**src/rtl/mtx_frame_scheduler.sv**
```systemverilog
`default_nettype none
// ============================================================================
// Module   : mtx_frame_scheduler
// Purpose  : Byte-slot framer (preamble, SFD, payload, gap) for the Manchester TX path.
// Revision : 1.0 - initial release
// ============================================================================
module mtx_frame_scheduler #(
  parameter int unsigned PREAMBLE_LEN  = 2,
  parameter logic [7:0]  PREAMBLE_BYTE = 8'hAA,
  parameter logic [7:0]  SFD_BYTE      = 8'hD5,
  parameter int unsigned MAX_PAYLOAD   = 255,
  parameter int unsigned GAP_SLOTS     = 4
) (
  input  logic       clk_div,
  input  logic       aresetn,
  input  logic [7:0] s_tdata,
  input  logic       s_tvalid,
  input  logic       s_tlast,
  output logic       s_tready,
  output logic [7:0] tx_byte,
  output logic       tx_phase,
  output logic       tx_en,
  output logic       busy,
  output logic       frame_done,
  output logic       err_underrun,
  output logic       err_overflow
);

  localparam logic [3:0] C_PRE_LEN = 4'(PREAMBLE_LEN);
  localparam logic [3:0] C_GAP_M1  = 4'(GAP_SLOTS - 1);
  localparam logic [7:0] C_MAX     = 8'(MAX_PAYLOAD);

  typedef enum logic [2:0] {
    ST_IDLE     = 3'd0,
    ST_PREAMBLE = 3'd1,
    ST_SFD      = 3'd2,
    ST_PAYLOAD  = 3'd3,
    ST_DRAIN    = 3'd4,
    ST_GAP      = 3'd5
  } state_t;

  state_t     r_state,    w_state_nxt;
  logic       r_phase;
  logic [7:0] r_tx_byte,  w_tx_byte_nxt;
  logic       r_tx_en,    w_tx_en_nxt;
  logic [3:0] r_pre_cnt,  w_pre_cnt_nxt;
  logic [3:0] r_gap_cnt,  w_gap_cnt_nxt;
  logic [7:0] r_pay_cnt,  w_pay_cnt_nxt;
  logic       r_cur_last, w_cur_last_nxt;
  logic       w_need_byte;
  logic       w_ready;

  // A new byte is owed for the next slot in SFD, or mid-payload below the cap.
  assign w_need_byte = (r_state == ST_SFD) ||
                       ((r_state == ST_PAYLOAD) && !r_cur_last && (r_pay_cnt < C_MAX));
  assign w_ready     = (r_phase && w_need_byte) || (r_state == ST_DRAIN);

  assign s_tready     = w_ready;
  assign tx_byte      = r_tx_byte;
  assign tx_phase     = r_phase;
  assign tx_en        = r_tx_en;
  assign busy         = (r_state != ST_IDLE);
  assign frame_done   = r_phase && (r_state == ST_PAYLOAD) && r_cur_last;
  assign err_underrun = r_phase && w_need_byte && !s_tvalid;
  assign err_overflow = r_phase && (r_state == ST_PAYLOAD) && !r_cur_last &&
                        (r_pay_cnt == C_MAX);

  always_ff @(posedge clk_div or negedge aresetn) begin
    if (!aresetn) begin
      r_state    <= ST_IDLE;
      r_phase    <= 1'b0;
      r_tx_byte  <= 8'h00;
      r_tx_en    <= 1'b0;
      r_pre_cnt  <= 4'd0;
      r_gap_cnt  <= 4'd0;
      r_pay_cnt  <= 8'd0;
      r_cur_last <= 1'b0;
    end else begin
      r_state    <= w_state_nxt;
      r_phase    <= ~r_phase;
      r_tx_byte  <= w_tx_byte_nxt;
      r_tx_en    <= w_tx_en_nxt;
      r_pre_cnt  <= w_pre_cnt_nxt;
      r_gap_cnt  <= w_gap_cnt_nxt;
      r_pay_cnt  <= w_pay_cnt_nxt;
      r_cur_last <= w_cur_last_nxt;
    end
  end

  always_comb begin
    w_state_nxt    = r_state;
    w_tx_byte_nxt  = r_tx_byte;
    w_tx_en_nxt    = r_tx_en;
    w_pre_cnt_nxt  = r_pre_cnt;
    w_gap_cnt_nxt  = r_gap_cnt;
    w_pay_cnt_nxt  = r_pay_cnt;
    w_cur_last_nxt = r_cur_last;

    case (r_state)
      ST_IDLE: begin
        if (r_phase && s_tvalid) begin
          w_state_nxt    = ST_PREAMBLE;
          w_tx_byte_nxt  = PREAMBLE_BYTE;
          w_tx_en_nxt    = 1'b1;
          w_pre_cnt_nxt  = 4'd1;
          w_pay_cnt_nxt  = 8'd0;
          w_cur_last_nxt = 1'b0;
        end
      end
      ST_PREAMBLE: begin
        if (r_phase) begin
          if (r_pre_cnt == C_PRE_LEN) begin
            w_state_nxt   = ST_SFD;
            w_tx_byte_nxt = SFD_BYTE;
          end else begin
            w_pre_cnt_nxt = r_pre_cnt + 4'd1;
          end
        end
      end
      ST_SFD, ST_PAYLOAD: begin
        if (r_phase) begin
          if (w_need_byte && s_tvalid) begin
            w_state_nxt    = ST_PAYLOAD;
            w_tx_byte_nxt  = s_tdata;
            w_cur_last_nxt = s_tlast;
            w_pay_cnt_nxt  = r_pay_cnt + 8'd1;
          end else if (w_need_byte || r_cur_last) begin
            // Underrun or normal end: both fall straight into the gap.
            w_state_nxt   = ST_GAP;
            w_tx_byte_nxt = 8'h00;
            w_tx_en_nxt   = 1'b0;
            w_gap_cnt_nxt = 4'd0;
          end else begin
            w_state_nxt   = ST_DRAIN;
            w_tx_byte_nxt = 8'h00;
            w_tx_en_nxt   = 1'b0;
          end
        end
      end
      ST_DRAIN: begin
        if (s_tvalid && s_tlast) begin
          w_state_nxt   = ST_GAP;
          w_gap_cnt_nxt = 4'd0;
        end
      end
      ST_GAP: begin
        if (r_phase) begin
          if (r_gap_cnt == C_GAP_M1) begin
            // Back-to-back frames start right after the last gap slot.
            if (s_tvalid) begin
              w_state_nxt    = ST_PREAMBLE;
              w_tx_byte_nxt  = PREAMBLE_BYTE;
              w_tx_en_nxt    = 1'b1;
              w_pre_cnt_nxt  = 4'd1;
              w_pay_cnt_nxt  = 8'd0;
              w_cur_last_nxt = 1'b0;
            end else begin
              w_state_nxt = ST_IDLE;
            end
          end else begin
            w_gap_cnt_nxt = r_gap_cnt + 4'd1;
          end
        end
      end
      default: w_state_nxt = ST_IDLE;
    endcase
  end

endmodule
`default_nettype wire
```
**config.mk**
```make
export PLATFORM = sky130hd
export DESIGN_NAME = mtx_frame_scheduler
export DESIGN_NICKNAME = d
export VERILOG_FILES = /design/src/rtl/mtx_frame_scheduler.sv
export SDC_FILE = /design/constraint.sdc
export NUM_CORES = 1
export LEC_CHECK = 0
export CAP_MARGIN = 20
export CORE_MARGIN = 2
export CORE_UTILIZATION = 49
export DETAILED_ROUTE_END_ITERATION = 10
export MAX_ROUTING_LAYER = met4
export PLACE_DENSITY = 0.75
export SLEW_MARGIN = 40
export SYNTH_ARGS = -nofsm -noshare
export SYNTH_HDL_FRONTEND = slang
export SYNTH_SLANG_ARGS = --single-unit
```
**constraint.sdc**
```tcl
create_clock -name clk_div -period 2.15 [get_ports clk_div]
set_clock_uncertainty 0.2 [all_clocks]
set_input_delay 0.645 -clock clk_div [delete_from_list [all_inputs] [get_ports clk_div]]
set_output_delay 0.645 -clock clk_div [all_outputs]
set_load 0.05 [all_outputs]
```
; Word-level counts from Yosys, hierarchy flattened
; Index checks and enable logic that the tools add are counted.
[word_totals]
ff_bits = 30
inputBits = 12
out_inout_bits = 15
wordCells = 118
[classes]
n_addsub = 3
n_lt_le_gt_ge = 1
n_eq_ne = 21
n_mux = 55
bitwise = 1
n_reduce_logical = 29
[ops]
columns = op, count
row1 = $mux 8, 14
row2 = $mux 4, 12
row3 = $reduce_and 7->1, 5
row4 = $pmux 8 s4, 1
row5 = $mux 3, 8
row6 = $ne 2x2->1 const B, 12
row7 = $pmux 4 s3, 2
row8 = $pmux 8 s3, 1
row9 = $pmux 3 s5, 1
row10 = $mux 1, 14
row11 = $reduce_bool 3->1, 4
row12 = $logic_and 1x1->1, 11
row13 = $add 4x1->4 const B, 2
row14 = $add 8x1->8 const B, 1
row15 = $eq 4x2->1 const B, 2
row16 = $eq 8x8->1 const B, 1
row17 = $lt 8x8->1 const B, 1
row18 = $reduce_and 8->1, 1
row19 = $eq 3x2->1 const B, 2
row20 = $eq 3x3->1 const B, 2
row21 = $pmux 1 s3, 2
row22 = $reduce_bool 4->1, 1
row23 = $eq 3x1->1 const B, 1
row24 = $logic_not 3->1, 1
row25 = 5 further kinds, 8

; Depth between registers and ports, before layout
; Gate-level depths: netlist (run 1).
[depth]
ltp_word = 9
ltp_mapped = 6

; Least setup slack after synthesis (run 1)
; Ideal clock, no wire load.
[synth_path]
kind = register -> output
from = reg r_phase (netlist: tx_phase)
to = out err_underrun
arrival_time_ns = 2.046
path_slack_ns = -0.741
stages_incl_launch_ff = 6
path_buffers = 1
cell_sequence = dfrtp_1 buf_4 clkinv_1 nor2_4 o21ai_0 nor2_1
[synth_via]
elab_chain_cells = 2
[synth_rtl]
columns = element, line_no
row1 = "start, declared", 43  ; logic r_phase;
row2 = "start signal, assigned", 80  ; r_phase <= ~r_phase;
row3 = $logic_and 1x1->1 (2 in a row), 64  ; assign err_underrun = r_phase && w_need_byte && !s_tvalid;
row4 = "end, declared", 25  ; output logic err_underrun,
; No other way between the ends.

; Worst setup path in the final report (run 1)
[layout_path]
from = reg r_pay_cnt[1]
to = out s_tready
[layout_via]
elab_chain_cells = 5
[layout_rtl]
columns = element, line_no
row1 = "start, declared", 48  ; logic [7:0] r_pay_cnt, w_pay_cnt_nxt;
row2 = "start signal, assigned", 85  ; r_pay_cnt <= w_pay_cnt_nxt;
row3 = $lt 8x8->1, 55  ; ((r_state == ST_PAYLOAD) && !r_cur_last && (r_pay_cnt < C_MAX));
row4 = $logic_and 1x1->1, 55
row5 = $logic_or 1x1->1, 54  ; assign w_need_byte = (r_state == ST_SFD) ||
row6 = $logic_and 1x1->1, 56  ; assign w_ready = (r_phase && w_need_byte) || (r_state == ST_DRAIN);
row7 = $logic_or 1x1->1, 56
row8 = "end, declared", 19  ; output logic s_tready,
; No other way between the ends.

==> reports/metrics.yaml, run 1 <==
run_status:
  status: "complete, but fails checks"
  violations: "negative setup slack"
placement:
  dp_worst_setup_slack_ps: -498
  hpwl_mm: 3.83
  placed_area_um2: 2650
  gp_congestion: 0.917
  portBuffers: 26
detailed_routing:
  drt-vias-per-instance: 6.03
  drtIter0Drc: 179
  drt-total-wl_mm: 5.75
  drt_pass1_iterations: 5
  wire_per_inst_um: 16.6
  drcViolationCount: 0
  ant_nets: 0
  vias: 2088
grt:
  grt_pass1_wl_mm: 9.11
  antenna_found_initial: 0
  grt_max_degree: 31
  grt.overflow.total: 0
  grtUsageTotal_pct: 27.7
  grt_pass1_vias: 1921
final_layout:
  area_delta_synth_final_pct: 49.0
  design_area_um2: 2930
  diodes: 0
  drive_gt1_share_pct: 38.5
  final_nets: 311
power:
  totalPowerFinal_mw: 3.96
  internal_power_mw: 2.14
  p_leak_nw: 1.36
  combPwrFrac_pct: 64.6
  power_density_nw_per_um2: 1350
  seq_power_share_pct: 23.2
  p_sw_share_pct: 46.1
  pwr-share-clk_pct: 12.3
  power_switching_mw: 1.83
  ir_drop_mv: 0.845
floorplan:
  core_area_um2: 3940
  start_util_pct: 49.9
  die_h_um: 67.3
  dieArea_um2: 4530
  fp-row-count: 23
  io_pins: 27
  dieWidth_um: 67.3
synth:
  synth_most_common_cell: "dfrtp_1"
  yosysSeqAreaShare_pct: 38.2
  syn-mean-instance-area_um2: 8.89
  yosys.area.top_type_share_pct: 38.2
  synth_top_cell_by_area: "dfrtp_1"
  synth_edf_count: 0
  yosysWarnings: 0
  synth_area_leaders: "dfrtp_1 (38%), a21oi_1 (3.6%), and3_1 (3.2%)"
  synthFlopType: "dfrtp_1"
  synthXorXnorAreaFrac_pct: 0
  synthArstFlopShare_pct: 100
  synth_top_family_by_area: "simple AND/OR/NAND/NOR gates"
  syn_inst: 221
  synthSimpleGateAreaFrac_pct: 26.0
  synthMuxAreaShare_pct: 1.27
  synth_fa_ha_area_share_pct: 2.55
  syn_nets: 237
  synth-seq-cells: 30
  synth_area_um2: 1970
  synth_compound_area_share_pct: 25.7
  synthTopCellsByCount: "dfrtp_1 (30), inv_1 (16), nand2_1 (15)"
  yosys.cell_types.count: 60
critical_path:
  arrival_ps: 1580
  path_buf_inv: 1
  rr_worst_depth: 8
  worstPathCellList: "ha_2 -> and3_4 -> a21oi_4 -> o21ai_4 -> o21ai_2 -> buf_12"
  crit_required_ps: 1300
  end_kind: "output port"
  slowest_stage: "dfrtp_1"
  worstPathMaxFanout: 2
  worstSetupPathType: "flop to output port"
  cp_top_family: "flip-flops"
  cp_num_cells: 6
  critPathMaxStageDelay_ps: 390
  cp-start-kind: "flop"
cts:
  clock-sinks: 30
  cts_tree: "yes"
  clk_latency_ps: 290
  cts_made_buffers: 5
  clkSlewWorstSetupHoldPaths_ps: 60
  cts_root_buf: "clkbuf_8"
  cts_buffer_depth: 2
  htreeDepth: 2
  holdBufCountCts: 0
run:
  maxCapViolCount: 0
sta:
  worst_pin_slew_ps: 500
  grt_setup_unrepaired: "yes"
  hold_slack_ps: 323
  setup_violations: 8
  timing.fmax_mhz: 412
  hold_viol_final: 0
  relSlewSlack_pct: 66.3
  drv_slew: 0
  timing.final.ws_setup_ps: -279
  layout_min_cycle_time_ps: 2430
  period_share_pct: 113
hold_path:
  hp-class: "flop to flop"
  hold_depth: 2
==> state kept, by name, summed over array words and instances (netlist names) <==
signal and cells:
tx_phase 1, r_pay_cnt 8, r_cur_last 1, tx_en 1, r_pre_cnt 4, r_gap_cnt 4
r_state 3, tx_byte 8
==> worst paths after layout <==
path                       slack (ps)          from           end
max                              -280  r_pay_cnt[1]      s_tready
max reg2reg                       -80  r_pay_cnt[1]  r_gap_cnt[3]
max in group asynchronous        1040       aresetn      tx_phase
min reg2reg                       320    tx_byte[1]    tx_byte[1]
min                               320    tx_byte[1]    tx_byte[1]
min in group asynchronous         520       aresetn  r_pre_cnt[1]
==> worst reg2reg max path, cell delays in order, from the launching register on <==
cell and delay [ps]:
dfrtp_1 410, ha_2 210, and3_4 160, buf_4 150
buf_4 130, buf_4 140, nand4_1 140, o211ai_1 200
a221o_1 360
==> cells in the final DEF, fill, tap and decap left out, types with 3 or more instances in the layout <==
cell type,n
buf_12,8
inv_1,13
nand2_1,13
and3_1,8
a21oi_1,10
nand2b_1,5
nand3b_1,3
o22ai_1,3
nand4_1,4
nor2_1,6
dfrtp_1,28
and4b_1,3
a221o_1,4
nor2b_1,5
o211ai_1,4
a32oi_1,3
nor3_1,5
a211o_1,5
a21oi_2,3
clkbuf_8,6
o21ai_0,8
nand3_1,10
nor2_4,3
clkdlybuf4s50_1,10
buf_4,59
==> cell families after synthesis <==
kind of cell / count (synthesis)
and+or+nand+nor: 86
buffers and inverters: 29
adders and majority gates: 4
AOI/OAI and AO/OA: 70
muxes: 2
DFF: 30
==> area by class of cell <==
type | instances | area (um^2)
clock buffer | 6 | 82.6
clock inverter | 2 | 12.5
fill | 278 | 1010
inverter | 17 | 68.8
multi-input combinational | 162 | 1220
sequential | 30 | 753
tap | 50 | 62.6
timing repair buffer | 79 | 724
==> power by group through the flow <==
stage	registers (mW)	clock network, mW	logic, mW
CTS	0.916	0.494	2.41
floorplan	1.16	0	1.20
finish	0.918	0.486	2.56
global placement	0.902	0	2.30
detailed placement	0.917	0	2.35
global route	0.937	0.526	2.77
==> metrics by stage <==
stage,setup TNS (ps),std cells,utilization (%)
final,-1110,346,74.3
after global routing,-1700,346,74.3
after floorplan,-144,221,-
after detailed placement,-12110,328,67.1
after global placement,-11610,328,67.1
after CTS,-980,342,71.5
==> layer usage <==
metal  vias to the layer above  wire [um]  track usage [%]  share of wire, %
met5                         -          0                -                 0
met4                         0        206             12.5               3.6
met3                        23        399             4.67               6.9
met2                        98       2670             41.5                47
met1                       975       2470             36.7                43
li1                        992          -                -                 -
==> what timing repair did <==
item                                    4_1_cts  5_1_grt
buffers inserted                              6        4
gates resized for setup                      11       22
endpoints found under the setup margin       33       32
pin swaps                                    10        7
Power figures use the tool's default switching activity.
==> inputs of run 2 (changes only) <==
- HOLD_SLACK_MARGIN: not set -> 0.05
==> results of run 2 <==
Same layout as run 1: the final DEF is identical, and so are final timing and power.
